[config.mk]
export PLATFORM = sky130hd
export DESIGN_NAME = vga_dac_controller
export DESIGN_NICKNAME = d
export VERILOG_FILES = /design/src/rtl/vga_pkg.sv /design/src/rtl/vga_timing.sv /design/src/rtl/vga_dac_controller.sv
export SDC_FILE = /design/constraint.sdc
export NUM_CORES = 1
export LEC_CHECK = 0
export CAP_MARGIN = 10
export CORE_ASPECT_RATIO = 0.6
export CORE_MARGIN = 2
export CORE_UTILIZATION = 35
export DETAILED_ROUTE_END_ITERATION = 8
export PLACE_DENSITY = 0.55
export SYNTH_ARGS = -nofsm -noshare
export SYNTH_HDL_FRONTEND = slang
export SYNTH_SLANG_ARGS = --single-unit
[constraint.sdc]
create_clock -name clk -period 10.75 [get_ports clk]
set_input_delay 2.15 -clock clk [delete_from_list [all_inputs] [get_ports clk]]
set_output_delay 2.15 -clock clk [all_outputs]
set_load 0.01 [all_outputs]
[src/rtl/vga_pkg.sv]
// Shared timing defaults, pattern mode encodings, config layout and colour-bar lookup.
package vga_pkg;

    localparam int unsigned DEF_H_ACTIVE = 640;
    localparam int unsigned DEF_H_FP     = 16;
    localparam int unsigned DEF_H_SYNC   = 96;
    localparam int unsigned DEF_H_BP     = 48;
    localparam int unsigned DEF_V_ACTIVE = 480;
    localparam int unsigned DEF_V_FP     = 10;
    localparam int unsigned DEF_V_SYNC   = 2;
    localparam int unsigned DEF_V_BP     = 33;

    localparam logic [2:0] MODE_BLACK = 3'd0;
    localparam logic [2:0] MODE_BARS  = 3'd1;
    localparam logic [2:0] MODE_HRAMP = 3'd2;
    localparam logic [2:0] MODE_VRAMP = 3'd3;
    localparam logic [2:0] MODE_XOR   = 3'd4;

    typedef struct packed {
        logic       freeze;
        logic       invert;
        logic [2:0] mode;
    } cfg_t;

    // Bar index to {r,g,b} on/off: white, yellow, cyan, green, magenta, red, blue, black.
    function automatic logic [2:0] bar_rgb(input logic [2:0] idx);
        case (idx)
            3'd0:    bar_rgb = 3'b111;
            3'd1:    bar_rgb = 3'b110;
            3'd2:    bar_rgb = 3'b011;
            3'd3:    bar_rgb = 3'b010;
            3'd4:    bar_rgb = 3'b101;
            3'd5:    bar_rgb = 3'b100;
            3'd6:    bar_rgb = 3'b001;
            default: bar_rgb = 3'b000;
        endcase
    endfunction

endpackage

[src/rtl/vga_timing.sv]
// Raster counters with combinational sync/blank decode and frame/latch strobes.
module vga_timing import vga_pkg::*; #(
    parameter int unsigned H_ACTIVE = DEF_H_ACTIVE,
    parameter int unsigned H_FP     = DEF_H_FP,
    parameter int unsigned H_SYNC   = DEF_H_SYNC,
    parameter int unsigned H_BP     = DEF_H_BP,
    parameter int unsigned V_ACTIVE = DEF_V_ACTIVE,
    parameter int unsigned V_FP     = DEF_V_FP,
    parameter int unsigned V_SYNC   = DEF_V_SYNC,
    parameter int unsigned V_BP     = DEF_V_BP,
    parameter bit          SYNC_POL = 1'b0,
    localparam int unsigned H_TOTAL = H_ACTIVE + H_FP + H_SYNC + H_BP,
    localparam int unsigned V_TOTAL = V_ACTIVE + V_FP + V_SYNC + V_BP,
    localparam int unsigned HW      = $clog2(H_TOTAL),
    localparam int unsigned VW      = $clog2(V_TOTAL)
) (
    input  logic          clk,
    input  logic          rst,
    output logic [HW-1:0] h,
    output logic [VW-1:0] v,
    output logic          hblank_c,
    output logic          vblank_c,
    output logic          hsync_c,
    output logic          vsync_c,
    output logic          frame_tick_c,
    output logic          latch_stb_c
);

    always_ff @(posedge clk) begin
        if (rst) begin
            h <= '0;
            v <= '0;
        end else if (h == HW'(H_TOTAL - 1)) begin
            h <= '0;
            v <= (v == VW'(V_TOTAL - 1)) ? '0 : v + VW'(1);
        end else begin
            h <= h + HW'(1);
        end
    end

    // Compares are done at 32 bits so a power-of-two total cannot alias to zero.
    always_comb begin
        hblank_c     = 32'(h) >= H_ACTIVE;
        vblank_c     = 32'(v) >= V_ACTIVE;
        hsync_c      = (32'(h) >= H_ACTIVE + H_FP && 32'(h) < H_ACTIVE + H_FP + H_SYNC)
                       ? SYNC_POL : ~SYNC_POL;
        vsync_c      = (32'(v) >= V_ACTIVE + V_FP && 32'(v) < V_ACTIVE + V_FP + V_SYNC)
                       ? SYNC_POL : ~SYNC_POL;
        frame_tick_c = (32'(h) == H_TOTAL - 1) && (32'(v) == V_TOTAL - 1);
        latch_stb_c  = (h == '0) && (32'(v) == V_ACTIVE);
    end

endmodule

[src/rtl/vga_dac_controller.sv]
// VGA pattern generator: config latch, frame counter, pattern mux and registered DAC/sync outputs.
module vga_dac_controller import vga_pkg::*; #(
    parameter int unsigned H_ACTIVE = DEF_H_ACTIVE,
    parameter int unsigned H_FP     = DEF_H_FP,
    parameter int unsigned H_SYNC   = DEF_H_SYNC,
    parameter int unsigned H_BP     = DEF_H_BP,
    parameter int unsigned V_ACTIVE = DEF_V_ACTIVE,
    parameter int unsigned V_FP     = DEF_V_FP,
    parameter int unsigned V_SYNC   = DEF_V_SYNC,
    parameter int unsigned V_BP     = DEF_V_BP,
    parameter int unsigned BITS     = 8,
    parameter bit          SYNC_POL = 1'b0,
    localparam int unsigned HW      = $clog2(H_ACTIVE + H_FP + H_SYNC + H_BP),
    localparam int unsigned VW      = $clog2(V_ACTIVE + V_FP + V_SYNC + V_BP)
) (
    input  logic            clk,
    input  logic            rst,
    input  logic [7:0]      cfg,
    output logic [BITS-1:0] r,
    output logic [BITS-1:0] g,
    output logic [BITS-1:0] b,
    output logic [BITS-1:0] rn,
    output logic [BITS-1:0] gn,
    output logic [BITS-1:0] bn,
    output logic            hsync,
    output logic            vsync,
    output logic            hblank,
    output logic            vblank
);

    logic [HW-1:0]   h;
    logic [VW-1:0]   v;
    logic            hblank_c, vblank_c, hsync_c, vsync_c, frame_tick_c, latch_stb_c;
    cfg_t            cfg_q;
    logic [7:0]      frame;
    logic [BITS-1:0] x, y, f, pix_r, pix_g, pix_b;
    logic [2:0]      bar;
    logic            unused_cfg;

    assign unused_cfg = ^cfg[7:5];

    vga_timing #(
        .H_ACTIVE(H_ACTIVE), .H_FP(H_FP), .H_SYNC(H_SYNC), .H_BP(H_BP),
        .V_ACTIVE(V_ACTIVE), .V_FP(V_FP), .V_SYNC(V_SYNC), .V_BP(V_BP),
        .SYNC_POL(SYNC_POL)
    ) u_timing (
        .clk         (clk),
        .rst         (rst),
        .h           (h),
        .v           (v),
        .hblank_c    (hblank_c),
        .vblank_c    (vblank_c),
        .hsync_c     (hsync_c),
        .vsync_c     (vsync_c),
        .frame_tick_c(frame_tick_c),
        .latch_stb_c (latch_stb_c)
    );

    // Config is captured only at the start of vertical blank so a frame never tears.
    always_ff @(posedge clk) begin
        if (rst) begin
            cfg_q <= '0;
            frame <= '0;
        end else begin
            if (latch_stb_c) cfg_q <= cfg_t'(cfg[4:0]);
            if (frame_tick_c && !cfg_q.freeze) frame <= frame + 8'd1;
        end
    end

    always_comb begin
        x     = BITS'(h);
        y     = BITS'(v);
        f     = BITS'(frame);
        bar   = bar_rgb(3'((32'(h) * 32'd8) / H_ACTIVE));
        pix_r = '0;
        pix_g = '0;
        pix_b = '0;
        case (cfg_q.mode)
            MODE_BARS: begin
                pix_r = {BITS{bar[2]}};
                pix_g = {BITS{bar[1]}};
                pix_b = {BITS{bar[0]}};
            end
            MODE_HRAMP: begin
                pix_r = x;
                pix_g = x;
                pix_b = x;
            end
            MODE_VRAMP: begin
                pix_r = y;
                pix_g = y;
                pix_b = y;
            end
            MODE_XOR: begin
                pix_r = x ^ y;
                pix_g = x ^ (y + f);
                pix_b = x + f;
            end
            default: ;
        endcase
        if (cfg_q.invert) begin
            pix_r = ~pix_r;
            pix_g = ~pix_g;
            pix_b = ~pix_b;
        end
        // Blanking overrides both mode and invert.
        if (hblank_c || vblank_c) begin
            pix_r = '0;
            pix_g = '0;
            pix_b = '0;
        end
    end

    always_ff @(posedge clk) begin
        if (rst) begin
            r      <= '0;
            g      <= '0;
            b      <= '0;
            rn     <= '1;
            gn     <= '1;
            bn     <= '1;
            hsync  <= ~SYNC_POL;
            vsync  <= ~SYNC_POL;
            hblank <= 1'b1;
            vblank <= 1'b1;
        end else begin
            r      <= pix_r;
            g      <= pix_g;
            b      <= pix_b;
            rn     <= ~pix_r;
            gn     <= ~pix_g;
            bn     <= ~pix_b;
            hsync  <= hsync_c;
            vsync  <= vsync_c;
            hblank <= hblank_c;
            vblank <= vblank_c;
        end
    end

endmodule

==> results of run 1 <==
-- sequential cells by signal, summed over array words and instances, names as in the netlist --
name and count:
u_timing.h 10, u_timing.v 10, b 8, bn 8, f 8, g 8, gn 8, r 8
rn 8, cfg_q 5, hblank 1, hsync 1, vblank 1, vsync 1
-- power groups by stage --
stage | registers [W] | clock network, W | logic, W
final | 0.000321 | 0.000329 | 0.0000353
after detailed placement | 0.000328 | 0 | 0.0000348
after floorplan | 0.000324 | 0 | 0.0000283
after CTS | 0.000321 | 0.000339 | 0.0000349
after global placement | 0.000328 | 0 | 0.0000342
after global routing | 0.000321 | 0.000355 | 0.0000390
-- worst max-delay path: stages, from the launching register on --
cell and delay [ns]:
dfxtp_1 0.68, inv_1 0.17, ha_1 0.27, nor3b_2 0.58, a21oi_2 0.18, nor3_1 0.70
o21ai_1 0.31, a311oi_1 0.39, xnor2_1 0.15, or4_4 0.47, a32oi_4 0.47, mux2_1 0.39
or2_1 0.24
-- layer usage --
layer  vias to the layer above  track usage  routed length [um]
met5                         -            0                   0
met4                         0      0.02953                  89
met3                         8      0.04333                1237
met2                       188       0.2367                5364
met1                      2129       0.3204                8190
li1                       2259            -                   -
-- synthesized netlist by cell type, drive strengths merged, types with 2 or more instances --
master   number  area [sq um]
nor3b         2         20.02
or4           2         22.52
xor2         29         254.0
and2         15         93.84
or2           9         56.30
o2bb2ai       2         17.52
a32oi         3         45.05
mux2          3         33.78
dfxtp        85          1702
a2111oi       4         47.55
inv          22         82.58
nand4        11         68.82
or3          11         68.82
nor3         14         70.07
nand3        15         75.07
and3          9         56.30
o211a         3         30.03
a21o         13         97.59
a31oi         4         25.02
clkbuf       30         113.9
nor2         69         259.0
nor2b         4         25.02
buf           8         55.05
a22o          3         26.28
o31ai         6         45.04
a21oi        28         147.6
nand2        52         195.2
ha           21         262.8
mux2i        19         190.2
o21a          5         37.54
o21ai        18         90.08
a22oi         4         30.03
a211oi       18         140.1
a311oi        2         17.52
xnor2        31         271.5
fa            2         40.04
o311ai        3         33.79
nor4          6         73.82
nand2b       10         62.56
o211ai        6         45.04
o21bai        5         37.54
-- through the flow --
| stage | hold WS, ns | utilization | instance area (sq um) | total power, W | setup WS (ns) |
|---|---|---|---|---|---|
| 2_1_floorplan | 0.4641 | - | 5197 | 0.0003527 | 6.523 |
| 3_3_place_gp | 0.4873 | 0.4058 | 5887 | 0.0003622 | 5.830 |
| 3_5_place_dp | 0.4926 | 0.4058 | 5887 | 0.0003630 | 5.766 |
| 4_1_cts | 0.5087 | 0.4277 | 6205 | 0.0006943 | 5.749 |
| 5_1_grt | 0.5361 | 0.4277 | 6205 | 0.0007154 | 5.365 |
| 6_report | 0.4999 | 0.4277 | 6205 | 0.0006855 | 5.640 |
-- cell families (layout without fill, tap and decap cells) --
group	Yosys count	count (layout)
and+or+nand+nor	231	231
buffers and inverters	60	100
AOI/OAI and AO/OA	139	139
muxes	22	22
xor gates and xnor gates	60	60
DFF	85	85
adders and majority gates	23	23
-- layout make-up --
type | count | area, sq um
repair buffers | 62 | 610.6
multi-input cells | 475 | 3244
flip-flops and latches | 85 | 1702
fillers | 1458 | 8302
clock buffers | 11 | 252.7
inverters | 22 | 82.58
well taps | 198 | 247.7
clock inverters | 5 | 65.06
-- layout by cell type (no fill, tap or decap), types with 10 or more instances in the layout --
cell type,instances
ha_1,21
nand2b_1,10
dfxtp_1,85
nand4_1,11
nand2_1,52
clkdlybuf4s50_1,58
a211oi_1,17
nand3_1,15
and2_1,15
xnor2_1,31
inv_1,22
a21o_1,13
mux2i_1,19
nor3_1,14
o21ai_0,13
xor2_1,29
nor2_1,69
a21oi_1,26
or3_1,11
-- final timing paths --
| path | slack [ns] | to | cells past startpoint |
|---|---|---|---|
| max | 5.64 | b[1] | 12 |
| min | 0.50 | cfg_q[4] | 2 |
| max reg2reg | 5.64 | b[1] | 12 |
| min reg2reg | 0.50 | cfg_q[4] | 2 |
==> out/results.txt, run 1 <==
Outcome = completed
Internal = 0.0005247 W
Antenna violations before repair = 0
Root buffer cell = clkbuf_16
# Post-CTS Setup Buffers = 0
Worst Path Required = 10.97 ns
Asr flop ratio synth = 0
Initial DRC Count = 328
Post-Synthesis Cells = 620
# IOs = 62
Largest family of logic cells by synthesized area = simple AND/OR/NAND/NOR gates
Crit path from = u_timing.h[1]
Simple-gate portion of the synthesized area = 0.2246
Seq cells post-synth = 85
Sw frac = 0.2346
Area delta synth->final = 19.38%
Drt wl/cell = 17.34 um
Final net count = 688
Htree depth = 3
Worst min-delay path class = reg -> reg
Routed Antenna Nets = 0
Die Ht = 98.40 um
Peak VDD IR = 0.00006116 V
Largest net degree at the start of global routing = 37
Critical path fanouts, max = 12
Sequential share of the synthesized area = 0.3274
Die ar. = 15870 sq um
CTS-repair resized insts = 0
Slew @ Worst Pin = 0.9723 ns
Unrepaired setup endpoints after global routing = no
Share of total power in combinational logic = 0.052
Kind of critical path = reg -> reg
Reg power frac = 0.468
Avg Cell Area, Syn = 8.383 sq um
CTS sink cnt = 85
Mapped Nets = 653
Compound-cell area share of the yosys netlist = 0.1972
Initial Util = 0.3583
Top_reg_cell synth = dfxtp_1
Mux contribution to synthesized area = 0.04309
EDFF count, synth = 0
Dpl hpwl = 11480 um
Min cycle time layout = 5.110 ns
Worst clock skew = 0.009809 ns
Final RePlAce weighted congestion = 0.9142
Setup tns final = 0 ns
Core box area = 14510 sq um
Sw Pwr = 0.0001608 W
Worst-Skew Late Latency = 0.34 ns
Num CTS Buffers = 9
Leakage power = 2.563 nW
Clock buffer depth = 2
TritonCTS clock tree = done
Fin crit share = 0.4754
Port Buffers = 58
Clock share of power = 0.480
Final slew viol count = 0
CP arrival = 5.33 ns
Max cap viols = 0
Pwr dens = 110.5 nW/um^2
Synthesized area = 5197 sq um
Hold Path Origin = cfg_q[4]
Hold Buf Count CTS = 0
GRT overflow = 0
Final setup vio count = 0
Final std cells w/o fill = 858
Placed insts = 842
Crit path launch type = flop
Final hold violation count = 0
Layout cells sized above 1 = 0.06061
Synth Area in XOR/XNOR = 0.1011
R2R Path Start = u_timing.h[1]
First-pass GRT wire length = 23760 um
First-pass DRT Iterations = 5
Slew HR = 0.3509
Vias per cell = 5.343
Post-synth cell types = 69
Die X = 161.3 um
Fmax = 195.7 MHz
DRC = 0
GRT Resource Usage Total = 0.1903
Post-Synth Adder-Cell Area = 0.05826
Vias in the first global route = 4159
Std-Cell Rows = 34
CP Capture Type = flop
Synth warn = 0
Final WL = 14880 um
Ant diodes = 0
Via count = 4584
Reg clk slew, reported paths = 0.06 ns
Power figures use the tool's default switching activity.
==> run 2, diff against run 1 <==
Settings changed: PLACE_DENSITY 0.55 to 0.57.
Clock period 10.75 ns to 4.6 ns, I/O delays scaled along.
==> run 2 against run 1 <==
  * Via count up 3.4%
  * Combinational power grew to 3.0 times the previous value
  * Register-to-register slack got worse by 5.2 ns
  * Core utilization grew 1.6 points
  * Largest cell class unchanged
  * Non-clock buffer count grew 35
  * Wire length rose by 2.6%
  * Final area up 3.8%
==> out/results.txt, run 2 (synthesis gave the netlist of run 1 again) <==
Worst-Skew Late Latency = 0.35 ns
Final net count = 723
Fmax = 239.3 MHz
Final WS setup = 0.4216 ns
Die X = 161.3 um
Critical Path Max Stage Delay = 0.70 ns
TritonCTS clock tree = done
Dpl hpwl = 12010 um
Via count = 4738
Outcome = completed
Initial DRC Count = 312
Worst Path Required = 4.84 ns
Place WS = 0.4932 ns
Leakage power = 2.722 nW
First-pass GRT wire length = 24270 um
Most frequent cells in the layout = dfxtp_1, nor2_1, clkdlybuf4s50_1
Root buffer cell = clkbuf_16
Initial Util = 0.3583
Min cycle time layout = 4.178 ns
# IOs = 62
Final slew viol count = 0
Final RePlAce weighted congestion = 0.9095
Worst clock skew = 0.007594 ns
Final setup vio count = 0
Vias in the first global route = 4468
Slew HR = 0.4739
GRT overflow = 0
Critical path fanouts, max = 15
# Post-CTS Setup Buffers = 0
Peak VDD IR = 0.0001343 V
Num CTS Buffers = 9
Layout cells sized above 1 = 0.1079
Pwr dens = 242.8 nW/um^2
Commonest non-fill, non-tap cell in the layout = dfxtp_1
Setup tns final = 0 ns
Tot Pwr = 0.001564 W
Antenna violations before repair = 0
Drt wl/cell = 17.10 um
Port Buffers = 58
Vias per cell = 5.306
Biggest regs = u_timing.h x10, u_timing.v x10
Fill count = 1404
CTS-repair resized insts = 0
Unrepaired setup endpoints after global routing = no
Routed Antenna Nets = 0
Slew @ Worst Pin = 0.7843 ns
Placed inst area = 6150 sq um
GRT Resource Usage Total = 0.1969
Crit-path cells = or2_2, ha_1, o21ba_2, o311ai_0, a2111oi_0, buf_4, nand3_1, a31oi_1, o311a_1, a211oi_2, a32oi_4, mux2_1, or2_1
Worst min-delay path class = reg -> reg
First-pass DRT Iterations = 5
Slowest cell on crit path = a2111oi_0
Reg clk slew, reported paths = 0.07 ns
Design area = 6439 sq um
Final std cells w/o fill = 893
Max cap viols = 0
Crit path launch type = flop
DRC = 0
Largest net degree at the start of global routing = 37
Area delta synth->final = 23.88%
Core box area = 14510 sq um
Htree depth = 3
CTS sink cnt = 85
Die ar. = 15870 sq um
Fin crit share = 0.9083
Final hold violation count = 0
Placed insts = 877
CP arrival = 4.42 ns
Kind of critical path = reg -> reg
Ant diodes = 0
Std-Cell Rows = 34
Clock buffer depth = 2
Hold Buf Count CTS = 0
Die Ht = 98.40 um
CP Capture Type = flop
Final WL = 15270 um
==> run 2: changes by cell type in the layout (fill, tap and decap cells not counted), sizes merged <==
| cell | delta |
|---|---|
| buf | +35 |
| bufinv | -1 |
| clkbuf | -2 |
| clkinv | -1 |
| clkinvlp | +2 |
| inv | +2 |
==> run 2: final timing paths <==
path	from	end	slack (ns)	cells after the start
min reg2reg	cfg_q[4]	cfg_q[4]	0.51	2
max reg2reg	u_timing.h[8]	b[0]	0.42	13
max	u_timing.h[8]	b[0]	0.42	13
min	cfg_q[4]	cfg_q[4]	0.51	2
==> run 2: area by class of cell <==
| class | count | area (sq um) | area share |
|---|---|---|---|
| clock buffer | 9 | 225.2 | 0.03498 |
| clock inverter | 7 | 63.81 | 0.009911 |
| inverter | 22 | 82.58 | 0.01283 |
| multi-input combinational | 475 | 3244 | 0.5039 |
| sequential | 85 | 1702 | 0.2643 |
| tap | 198 | 247.7 | 0.03848 |
| timing repair buffer | 97 | 873.3 | 0.1356 |
==> run 2: worst max-delay path: cells and delay by family, from the launching register on <==
kind / cells / cell delay (ns)
simple gates: 3 / 0.68
compound gates: 7 / 1.98
buf+inv: 1 / 0.25
fa+ha+maj: 1 / 0.30
flops: 1 / 0.46
mux: 1 / 0.38
==> run 2: where the power goes <==
group | total, W | switching, W | internal [W]
clock network | 0.000718 | 0.000339 | 0.000379
logic | 0.000105 | 0.0000638 | 0.0000412
registers | 0.000741 | 0.00000208 | 0.000739
==> run 2: metal layers <==
layer / routed length (um) / vias to the layer above / GRT usage / share of wire
met5: 0 / - / 0 / 0
met4: 99 / 0 / 0.04052 / 0.0065
met3: 1101 / 9 / 0.04800 / 0.072
met2: 5764 / 155 / 0.2656 / 0.38
met1: 8304 / 2246 / 0.3098 / 0.54
li1: - / 2328 / - / -
==> run 2: per-stage QoR <==
step,util,hold slack [ns]
finish,0.4439,0.5063
global route,0.4439,0.5560
CTS,0.4439,0.5154
detailed placement,0.4239,0.4995
global placement,0.4239,0.4859
floorplan,-,0.4641
